==> config.mk <==
export PLATFORM = sky130hd
export DESIGN_NAME = branch_unit_ras
export DESIGN_NICKNAME = d
export VERILOG_FILES = /design/src/rtl/branch_pkg.sv /design/src/rtl/branch_ras.sv /design/src/rtl/branch_unit_ras.sv
export SDC_FILE = /design/constraint.sdc
export NUM_CORES = 1
export LEC_CHECK = 0
export ABC_AREA = 0
export CORE_AREA = 2 2 141 143
export DETAILED_ROUTE_END_ITERATION = 12
export DIE_AREA = 0 0 143 145
export HOLD_SLACK_MARGIN = 0.1
export PLACE_DENSITY = 0.8
export SLEW_MARGIN = 20
export SYNTH_ARGS = -nofsm -noshare
export SYNTH_HDL_FRONTEND = slang
export SYNTH_HIERARCHICAL = 1
export SYNTH_SLANG_ARGS = --single-unit
==> constraint.sdc <==
create_clock -name clk -period 4.9 [get_ports clk]
set_input_delay 0.98 -clock clk [delete_from_list [all_inputs] [get_ports clk]]
set_output_delay 0.98 -clock clk [all_outputs]
set_load 0.005 [all_outputs]
==> src/rtl/branch_pkg.sv <==
// Shared constants for the branch unit: opcode class, branch
// function codes and condition-flag bit positions.
package branch_pkg;

   localparam logic [1:0] OPC_BRANCH = 2'b11;

   localparam logic [3:0] FC_RET  = 4'b0000;
   localparam logic [3:0] FC_JR   = 4'b0001;
   localparam logic [3:0] FC_JMP  = 4'b0010;
   localparam logic [3:0] FC_BZ   = 4'b0011;
   localparam logic [3:0] FC_BNZ  = 4'b0100;
   localparam logic [3:0] FC_BC   = 4'b0101;
   localparam logic [3:0] FC_BNC  = 4'b0110;
   localparam logic [3:0] FC_BS   = 4'b0111;
   localparam logic [3:0] FC_BNS  = 4'b1000;
   localparam logic [3:0] FC_BO   = 4'b1001;
   localparam logic [3:0] FC_BNO  = 4'b1010;
   localparam logic [3:0] FC_CALL = 4'b1011;

   // bit positions inside the packed {z,c,s,o} flag word
   localparam int FLAG_Z = 3;
   localparam int FLAG_C = 2;
   localparam int FLAG_S = 1;
   localparam int FLAG_O = 0;

endpackage

==> src/rtl/branch_ras.sv <==
// Circular return-address stack. Ports: clk, rst (sync, active-low),
// push/push_data, pop, top (entry below ptr), count, sticky overflow.
module branch_ras #(
   parameter int ADDR_W    = 26,
   parameter int RAS_DEPTH = 8,
   parameter int RAS_PTR_W = $clog2(RAS_DEPTH)
) (
   input  logic              clk,
   input  logic              rst,
   input  logic              push,
   input  logic [ADDR_W-1:0] push_data,
   input  logic              pop,
   output logic [ADDR_W-1:0] top,
   output logic [RAS_PTR_W:0] count,
   output logic              overflow
);

   localparam logic [RAS_PTR_W:0] FULL = (RAS_PTR_W+1)'(RAS_DEPTH);

   logic [ADDR_W-1:0]    mem [RAS_DEPTH];
   logic [RAS_PTR_W-1:0] ptr;

   // pointer arithmetic wraps naturally since depth is a power of two
   assign top = mem[ptr - 1'b1];

   always_ff @(posedge clk) begin
      if (push) begin
         mem[ptr] <= push_data;
      end
   end

   always_ff @(posedge clk) begin
      if (!rst) begin
         ptr      <= '0;
         count    <= '0;
         overflow <= 1'b0;
      end else if (push) begin
         ptr <= ptr + 1'b1;
         if (count == FULL) begin
            overflow <= 1'b1;
         end else begin
            count <= count + 1'b1;
         end
      end else if (pop && count != '0) begin
         ptr   <= ptr - 1'b1;
         count <= count - 1'b1;
      end
   end

endmodule

==> src/rtl/branch_unit_ras.sv <==
// Branch resolver with flag bypass, RAS call/return and flush;
// all results registered, 1-cycle latency. Ports: decode inputs
// (in_valid, opcode, fcode, offset_in, reg_val, pc_in), ALU flags
// (flag_we, z/c/s/o_in), flush; outputs br_valid/taken/target,
// ras_overflow (sticky), ras_underflow (pulse).
// Define BRANCH_STATS_EN to add taken_cnt/resolved_cnt counters.
module branch_unit_ras
   import branch_pkg::*;
#(
   parameter int ADDR_W    = 26,
   parameter int RAS_DEPTH = 8,
   parameter int RAS_PTR_W = $clog2(RAS_DEPTH)
) (
   input  logic              clk,
   input  logic              rst,
   input  logic              in_valid,
   input  logic [1:0]        opcode,
   input  logic [3:0]        fcode,
   input  logic [ADDR_W-1:0] offset_in,
   input  logic [31:0]       reg_val,
   input  logic [ADDR_W-1:0] pc_in,
   input  logic              flag_we,
   input  logic              z_in,
   input  logic              c_in,
   input  logic              s_in,
   input  logic              o_in,
   input  logic              flush,
   output logic              br_valid,
   output logic              br_taken,
   output logic [ADDR_W-1:0] br_target,
   output logic              ras_overflow,
   output logic              ras_underflow
`ifdef BRANCH_STATS_EN
   ,
   output logic [31:0]       taken_cnt,
   output logic [31:0]       resolved_cnt
`endif
);

   logic [3:0]          flags_q;
   logic [3:0]          flags;
   logic                accept;
   logic                valid_d;
   logic                taken_d;
   logic [ADDR_W-1:0]   target_d;
   logic                unf_d;
   logic                push;
   logic                pop;
   logic [ADDR_W-1:0]   ras_top;
   logic [RAS_PTR_W:0]  ras_count;
   logic [ADDR_W-1:0]   reg_tgt;
   logic                unused_reg_hi;

   assign reg_tgt       = reg_val[ADDR_W-1:0];
   assign unused_reg_hi = ^reg_val[31:ADDR_W];

   // same-cycle flag writes are visible to the branch being resolved
   assign flags  = flag_we ? {z_in, c_in, s_in, o_in} : flags_q;
   assign accept = in_valid && !flush && (opcode == OPC_BRANCH);
   assign valid_d = in_valid && !flush;

   always_ff @(posedge clk) begin
      if (!rst) begin
         flags_q <= 4'b0;
      end else if (flag_we) begin
         flags_q <= {z_in, c_in, s_in, o_in};
      end
   end

   always_comb begin
      taken_d  = 1'b0;
      target_d = '0;
      unf_d    = 1'b0;
      push     = 1'b0;
      pop      = 1'b0;
      if (accept) begin
         case (fcode)
            FC_JMP:  taken_d = 1'b1;
            FC_JR:   taken_d = 1'b1;
            FC_BZ:   taken_d = flags[FLAG_Z];
            FC_BNZ:  taken_d = !flags[FLAG_Z];
            FC_BC:   taken_d = flags[FLAG_C];
            FC_BNC:  taken_d = !flags[FLAG_C];
            FC_BS:   taken_d = flags[FLAG_S];
            FC_BNS:  taken_d = !flags[FLAG_S];
            FC_BO:   taken_d = flags[FLAG_O];
            FC_BNO:  taken_d = !flags[FLAG_O];
            FC_CALL: begin
               taken_d = 1'b1;
               push    = 1'b1;
            end
            FC_RET: begin
               taken_d = 1'b1;
               pop     = (ras_count != '0);
               unf_d   = (ras_count == '0);
            end
            default: taken_d = 1'b0;
         endcase
         if (taken_d) begin
            if (fcode == FC_JR) begin
               target_d = reg_tgt;
            end else if (fcode == FC_RET) begin
               target_d = unf_d ? reg_tgt : ras_top;
            end else begin
               target_d = offset_in;
            end
         end
      end
   end

   branch_ras #(
      .ADDR_W    (ADDR_W),
      .RAS_DEPTH (RAS_DEPTH),
      .RAS_PTR_W (RAS_PTR_W)
   ) u_ras (
      .clk       (clk),
      .rst       (rst),
      .push      (push),
      .push_data (pc_in + ADDR_W'(1)),
      .pop       (pop),
      .top       (ras_top),
      .count     (ras_count),
      .overflow  (ras_overflow)
   );

   always_ff @(posedge clk) begin
      if (!rst) begin
         br_valid      <= 1'b0;
         br_taken      <= 1'b0;
         br_target     <= '0;
         ras_underflow <= 1'b0;
      end else begin
         br_valid      <= valid_d;
         br_taken      <= taken_d;
         br_target     <= target_d;
         ras_underflow <= unf_d;
      end
   end

`ifdef BRANCH_STATS_EN
   // counted alongside the registered result so they track br_valid/br_taken
   always_ff @(posedge clk) begin
      if (!rst) begin
         resolved_cnt <= '0;
         taken_cnt    <= '0;
      end else begin
         resolved_cnt <= resolved_cnt + {31'b0, valid_d};
         taken_cnt    <= taken_cnt + {31'b0, taken_d};
      end
   end
`endif

endmodule
==> impl_metrics.json, run 1 <==
{
  "final_common_cell": "edfxtp_1",
  "clk_path_buf_depth": 3,
  "ys.flop_type": "edfxtp_1",
  "clk-insertion-delay-late_ps": 510,
  "cpMostUsedCell": "nand2b_1",
  "crit_required_ps": 5310,
  "placed_cells": 944,
  "hold_violations": 0,
  "hold_class": "flop to flop",
  "timing.rr.end": "br_target[15]$_SDFF_PN0_",
  "rsz0062_at_grt": "false",
  "syn_area_sq_um": 10350,
  "synthArstFlopShare_pct": 0,
  "outcome": "finished, final reports clean",
  "drive_above_1_share_pct": 24.59,
  "vias": 5818,
  "grt_pass1_vias": 6247,
  "hold_depth": 2,
  "grt_overflow": 0,
  "syn_nets": 671,
  "path_max_fanout": 29,
  "post_dp_cell_area_sq_um": 11930,
  "wl_um": 22580,
  "slew_headroom_pct": 39.45,
  "clkTransAtPathRegs_ps": 60,
  "drt-pass1-iter-count": 4,
  "slew_violations": 0,
  "min_from": "u_ras/overflow$_SDFFE_PN0P_",
  "max_freq_ghz": 0.3269,
  "path_class": "input port to flop",
  "io_pins": 129,
  "yosysWarnings": 6,
  "cts_hold_buffers": 0,
  "vdd_drop_max_mv": 0.2857,
  "wire_per_inst_um": 22.83,
  "layout_min_cycle_time_ps": 3059,
  "vias_per_cell": 5.883,
  "rr_worst_depth": 7,
  "drv_cap": 0,
  "htreeDepth": 1,
  "final_cell_mix": "edfxtp_1, clkdlybuf4s50_1, mux4_2",
  "max_stage_delay_ps": 630,
  "antenna_cells": 0,
  "synth-seq-cells": 249,
  "r2r-start": "u_ras/ptr[1]$_SDFFE_PN0P_",
  "rows": 51,
  "critical_path.slowest_cell": "clkdlybuf4s50_1",
  "coreArea_sq_um": 19210,
  "cts_setup_buffers": 0,
  "gp_congestion": 0.7462,
  "final_nets": 811,
  "start_kind": "input port",
  "die_x_um": 143,
  "r2r_setup_slack_ps": 1850,
  "cts.sinks": 249,
  "die_height_um": 145,
  "synth_enable_flop_cells": 208,
  "cts_resized": 0,
  "p_per_area_nw_per_um2": 339.9,
  "fin_setup_tns_ps": 0,
  "drt-initial-drc-count": 461,
  "cts_root_buf": "clkbuf_16",
  "ys_types": 53,
  "drt.antenna.violating_nets": 0,
  "final-setup-viol-count": 0,
  "area.growth.synth_to_final_pct": 22.96,
  "grt_pass1_wl_um": 35220,
  "final_cells": 989,
  "grtUsageTotal_pct": 22.39,
  "cts_tree": "yes",
  "syn-instance-count": 566,
  "leakagePower_nw": 4.077,
  "fin_util_pct": 66.26,
  "hpwl_um": 13700,
  "dieArea_sq_um": 20740,
  "worst_pin_slew_ps": 908.3,
  "cts_made_buffers": 25,
  "grt_max_degree": 58,
  "synth-seq-area-share_pct": 68.28,
  "cp-end-kind": "flop",
  "nFillCells": 1215,
  "io_buffers": 122,
  "start_util_pct": 53.89,
  "fin_area_sq_um": 12730,
  "antenna_found_initial": 0,
  "worstPathCellList": "clkdlybuf4s50_1 > nor4_2 > buf_4 > nand2b_1 > nor2_1 > nand2b_1 > mux4_2 > and2_1",
  "syn_area_per_cell_sq_um": 18.29,
  "period_share_pct": 62.44,
  "skew_ps": 20.53,
  "critPathArrivalTime_ps": 3470,
  "hold_path_end": "u_ras/overflow$_SDFFE_PN0P_",
  "drcViolationCount": 0
}
worst max-delay path: cells and delay by family:
family | cells | cell delay, ps
buffers and inverters | 2 | 1060
and+or+nand+nor | 5 | 950
muxes | 1 | 480
where the power goes:
group / total (mW) / switching (mW) / internal (mW) / leakage (nW)
Combinational: 0.186 / 0.0838 / 0.102 / 1.50
Clock: 1.84 / 0.751 / 1.09 / 0.381
Sequential: 2.30 / 0.00112 / 2.30 / 2.20
Total: 4.33 / 0.835 / 3.49 / 4.08
cell type report:
cell class	count	area [sq um]	share of cell area, %
flip-flops and latches	249	7071	55.56
multi-input cells	281	3118	24.50
repair buffers	143	1395	10.96
inverters	6	22.52	0.1770
well taps	265	331.6	2.605
clock buffers	30	644.4	5.063
clock inverters	15	143.9	1.131
stage by stage:
stage	hold WS, ps	power (mW)	worst slack (ps)
after floorplan	482.4	2.415	798.6
after global placement	486.6	2.520	1423
after detailed placement	501.7	2.530	1331
after CTS	516.1	4.350	1836
after global routing	532.9	4.456	1665
final	507.2	4.326	1841
worst max path at each step:
stage                              startpoint                     endpoint  slack, ps  depth (start not counted)
finish                               fcode[1]  u_ras/count[3]$_SDFFE_PN0P_       1840                          8
floorplan                            fcode[1]    u_ras/mem[2][0]$_DFFE_PP_        800                          6
detailed placement                   fcode[1]  u_ras/count[3]$_SDFFE_PN0P_       1330                          8
CTS                 u_ras/ptr[1]$_SDFFE_PN0P_     br_target[15]$_SDFF_PN0_       1840                          7
global placement                     fcode[1]  u_ras/count[3]$_SDFFE_PN0P_       1420                          8
global route                         pc_in[7]   u_ras/mem[6][25]$_DFFE_PP_       1660                          6
synthesized netlist by cell type, types with 4 or more instances:
cell type,count,share of area [%]
and2_1,5,0.30
and3_1,5,0.30
buf_2,9,0.44
buf_6,5,0.54
clkbuf_1,12,0.44
dfxtp_1,41,7.9
edfxtp_1,208,60
ha_1,5,0.60
inv_1,6,0.22
mux2_2,26,2.8
mux4_2,53,12
nand2_1,19,0.69
nand2b_1,4,0.24
nand3_1,14,0.68
nand4_1,7,0.42
nor2_1,18,0.65
nor2b_1,5,0.30
nor3_1,4,0.19
o221a_2,22,2.4
o22a_1,26,2.2
xnor2_1,22,1.9
xor2_1,5,0.42
cells by family (layout without fill, tap and decap cells):
family | Yosys count | after routing | synth area share, %
mux | 83 | 83 | 14.80
buf+inv | 36 | 194 | 1.958
compound gates | 70 | 70 | 6.782
simple gates | 94 | 94 | 4.944
fa+ha+maj | 6 | 6 | 0.7979
flops | 249 | 249 | 68.28
xor+xnor | 28 | 28 | 2.442
state kept, by name, summed over array words and instances, names as in the netlist, 3 cells and up:
signal	count
u_ras/mem	208
br_target	26
flags_q	4
u_ras/count	4
u_ras/ptr	3
per-layer routing:
metal,track usage (%),wire (um)
met2,39.81,11950
met1,28.64,8664
met5,0,0
met3,3.300,1487
met4,6.089,476
Note: power is estimated with default switching activity, not from simulation.
==> run 2: changes to the inputs <==
--- a/config.mk
+++ b/config.mk
@@ -6,11 +6,11 @@
 export NUM_CORES = 1
 export LEC_CHECK = 0
 export ABC_AREA = 0
-export CORE_AREA = 2 2 141 143
+export CORE_AREA = 2 2 147 149
 export DETAILED_ROUTE_END_ITERATION = 12
-export DIE_AREA = 0 0 143 145
+export DIE_AREA = 0 0 149 151
 export HOLD_SLACK_MARGIN = 0.1
-export PLACE_DENSITY = 0.8
+export PLACE_DENSITY = 0.77
 export SLEW_MARGIN = 20
 export SYNTH_ARGS = -nofsm -noshare
 export SYNTH_HDL_FRONTEND = slang
==> constraint.sdc (replaced) <==
create_clock -name clk -period 2.8 [get_ports clk]
set_input_delay 0.56 -clock clk [delete_from_list [all_inputs] [get_ports clk]]
set_output_delay 0.56 -clock clk [all_outputs]
set_load 0.005 [all_outputs]
==> impl_metrics.json, run 2 (synthesized netlist as in run 1, its figures left out) <==
{
  "p_seq_share_pct": 52.6,
  "rows": 53,
  "skew_ps": 8.514,
  "wl_met1_um": 9913,
  "final_cell_mix": "edfxtp_1, clkdlybuf4s50_1, mux4_2",
  "cts.sinks": 249,
  "finalPower_mw": 7.644,
  "clk_path_buf_depth": 3,
  "top_register": "u_ras/mem",
  "power_switching_mw": 1.519,
  "cts_setup_buffers": 0,
  "hpwl_um": 15290,
  "clkTransAtPathRegs_ps": 60,
  "combPwrFrac_pct": 4.5,
  "final_common_cell": "edfxtp_1",
  "drt-initial-drc-count": 499,
  "antenna_cells": 0,
  "coreArea_sq_um": 20820,
  "grt_pass1_wl_um": 35960,
  "crit_required_ps": 3210,
  "cp-end-kind": "flop",
  "intPower_mw": 6.125,
  "worst_pin_slew_ps": 638.1,
  "die_height_um": 151,
  "outcome": "finished, final reports clean",
  "vias": 6010,
  "fin_area_sq_um": 13150,
  "fin_setup_tns_ps": 0,
  "p_sw_share_pct": 19.87,
  "drv_cap": 0,
  "cts_made_buffers": 25,
  "cts_tree": "yes",
  "drcViolationCount": 0,
  "clk-insertion-delay-late_ps": 520,
  "vias_per_cell": 5.869,
  "cts_root_buf": "clkbuf_16",
  "clkPwrFrac_pct": 42.9,
  "path_class": "flop to flop",
  "final_nets": 836,
  "path_max_fanout": 26,
  "cts_hold_buffers": 0,
  "hold_violations": 0,
  "wl_met2_um": 12280,
  "critical_path.slowest_cell": "dfxtp_1",
  "whs_ps": 498.1,
  "rsz0062_at_grt": "false",
  "critPathArrivalTime_ps": 2860,
  "start_kind": "flop",
  "hold_class": "flop to flop",
  "layout_min_cycle_time_ps": 2451,
  "wl_um": 24300,
  "max_stage_delay_ps": 390,
  "io_buffers": 122,
  "grt_overflow": 0,
  "die_x_um": 149,
  "top_regs": "u_ras/mem (208), br_target (26)",
  "io_pins": 129,
  "leakagePower_nw": 4.245,
  "slew_headroom_pct": 57.16,
  "post_dp_cell_area_sq_um": 12350,
  "vdd_drop_max_mv": 0.4143,
  "cts_resized": 0,
  "grt_pass1_vias": 6150,
  "wire_per_inst_um": 23.73,
  "grt_max_degree": 58,
  "largest_register_ffs": 208,
  "htreeDepth": 1,
  "period_share_pct": 87.54,
  "final-setup-viol-count": 0,
  "wl_met3_um": 1621,
  "area.growth.synth_to_final_pct": 27.06,
  "drt-pass1-iter-count": 5,
  "grtUsageTotal_pct": 21.70,
  "antenna_found_initial": 0,
  "max_freq_ghz": 0.4080,
  "slew_violations": 0,
  "drt.antenna.violating_nets": 0,
  "dieArea_sq_um": 22500,
  "drive_above_1_share_pct": 27.77,
  "p_per_area_nw_per_um2": 581.3,
  "gp_congestion": 0.7985,
  "worstPathCellList": "inv_1 > ha_2 > buf_4 > mux4_2 > mux2_2 > o22a_1 > o221a_2",
  "start_util_pct": 49.71,
  "top_layer": "met4"
}
## run 2: cell count changes in the layout (fill, tap and decap cells not counted), sizes merged
cell	delta
clkinvlp	+1
clkinv	+1
buf	+25
inv	+1
clkbuf	-3
## run 2: power by group through the flow
stage	Combinational, mW	Clock, mW	Sequential [mW]
3_3_place_gp	0.328	0	4.10
2_1_floorplan	0.123	0	4.10
5_1_grt	0.369	3.46	4.02
3_5_place_dp	0.342	0	4.10
4_1_cts	0.345	3.33	4.02
6_report	0.344	3.28	4.02
## run 2: metal layers
layer  vias to the layer above  GRT usage [%]
met5                         -              0
met3                        40          3.012
met2                       265          37.86
li1                       2649              -
met1                      3056          28.75
met4                         0          6.238
## run 2: worst paths after layout
| kind | endpoint | start | slack (ps) | cells after the start |
|---|---|---|---|---|
| max reg2reg | br_target[9]$_SDFF_PN0_ | u_ras/ptr[1]$_SDFFE_PN0P_ | 350 | 7 |
| min reg2reg | u_ras/overflow$_SDFFE_PN0P_ | u_ras/overflow$_SDFFE_PN0P_ | 500 | 2 |
| max | br_target[9]$_SDFF_PN0_ | u_ras/ptr[1]$_SDFFE_PN0P_ | 350 | 7 |
| min | u_ras/overflow$_SDFFE_PN0P_ | u_ras/overflow$_SDFFE_PN0P_ | 500 | 2 |
## run 2: per-stage QoR
stage,cells,utilization (%),worst slack (ps)
2_1_floorplan,566,-,-187.9
3_3_place_gp,979,59.30,45.94
3_5_place_dp,979,59.30,-47.46
4_1_cts,1024,63.15,345.3
5_1_grt,1024,63.15,289.2
6_report,1024,63.15,349.0
## run 2: cell type report
class / instances / area, sq um
Timing Repair Buffer: 168 / 1779
Sequential cell: 249 / 7071
Inverter: 6 / 22.52
Clock inverter: 18 / 170.2
Tap cell: 275 / 344.1
Clock buffer: 27 / 633.1
Fill cell: 1447 / 7672
Multi-Input combinational cell: 281 / 3131
## run 2: critical path, delay by kind of cell (launching register included)
| kind | cells | cell delay (ps) |
|---|---|---|
| AOI/OAI and AO/OA | 2 | 420 |
| muxes | 2 | 710 |
| buffers and inverters | 2 | 440 |
| adders and majority gates | 1 | 360 |
| DFF | 1 | 390 |
==> run 3: changes to the inputs <==
--- a/config.mk
+++ b/config.mk
@@ -6,6 +6,7 @@
 export NUM_CORES = 1
 export LEC_CHECK = 0
 export ABC_AREA = 0
+export CAP_MARGIN = 0
 export CORE_AREA = 2 2 147 149
 export DETAILED_ROUTE_END_ITERATION = 12
 export DIE_AREA = 0 0 149 151
==> results of run 3 <==
Final layout, timing and power as in run 2 (identical DEF).
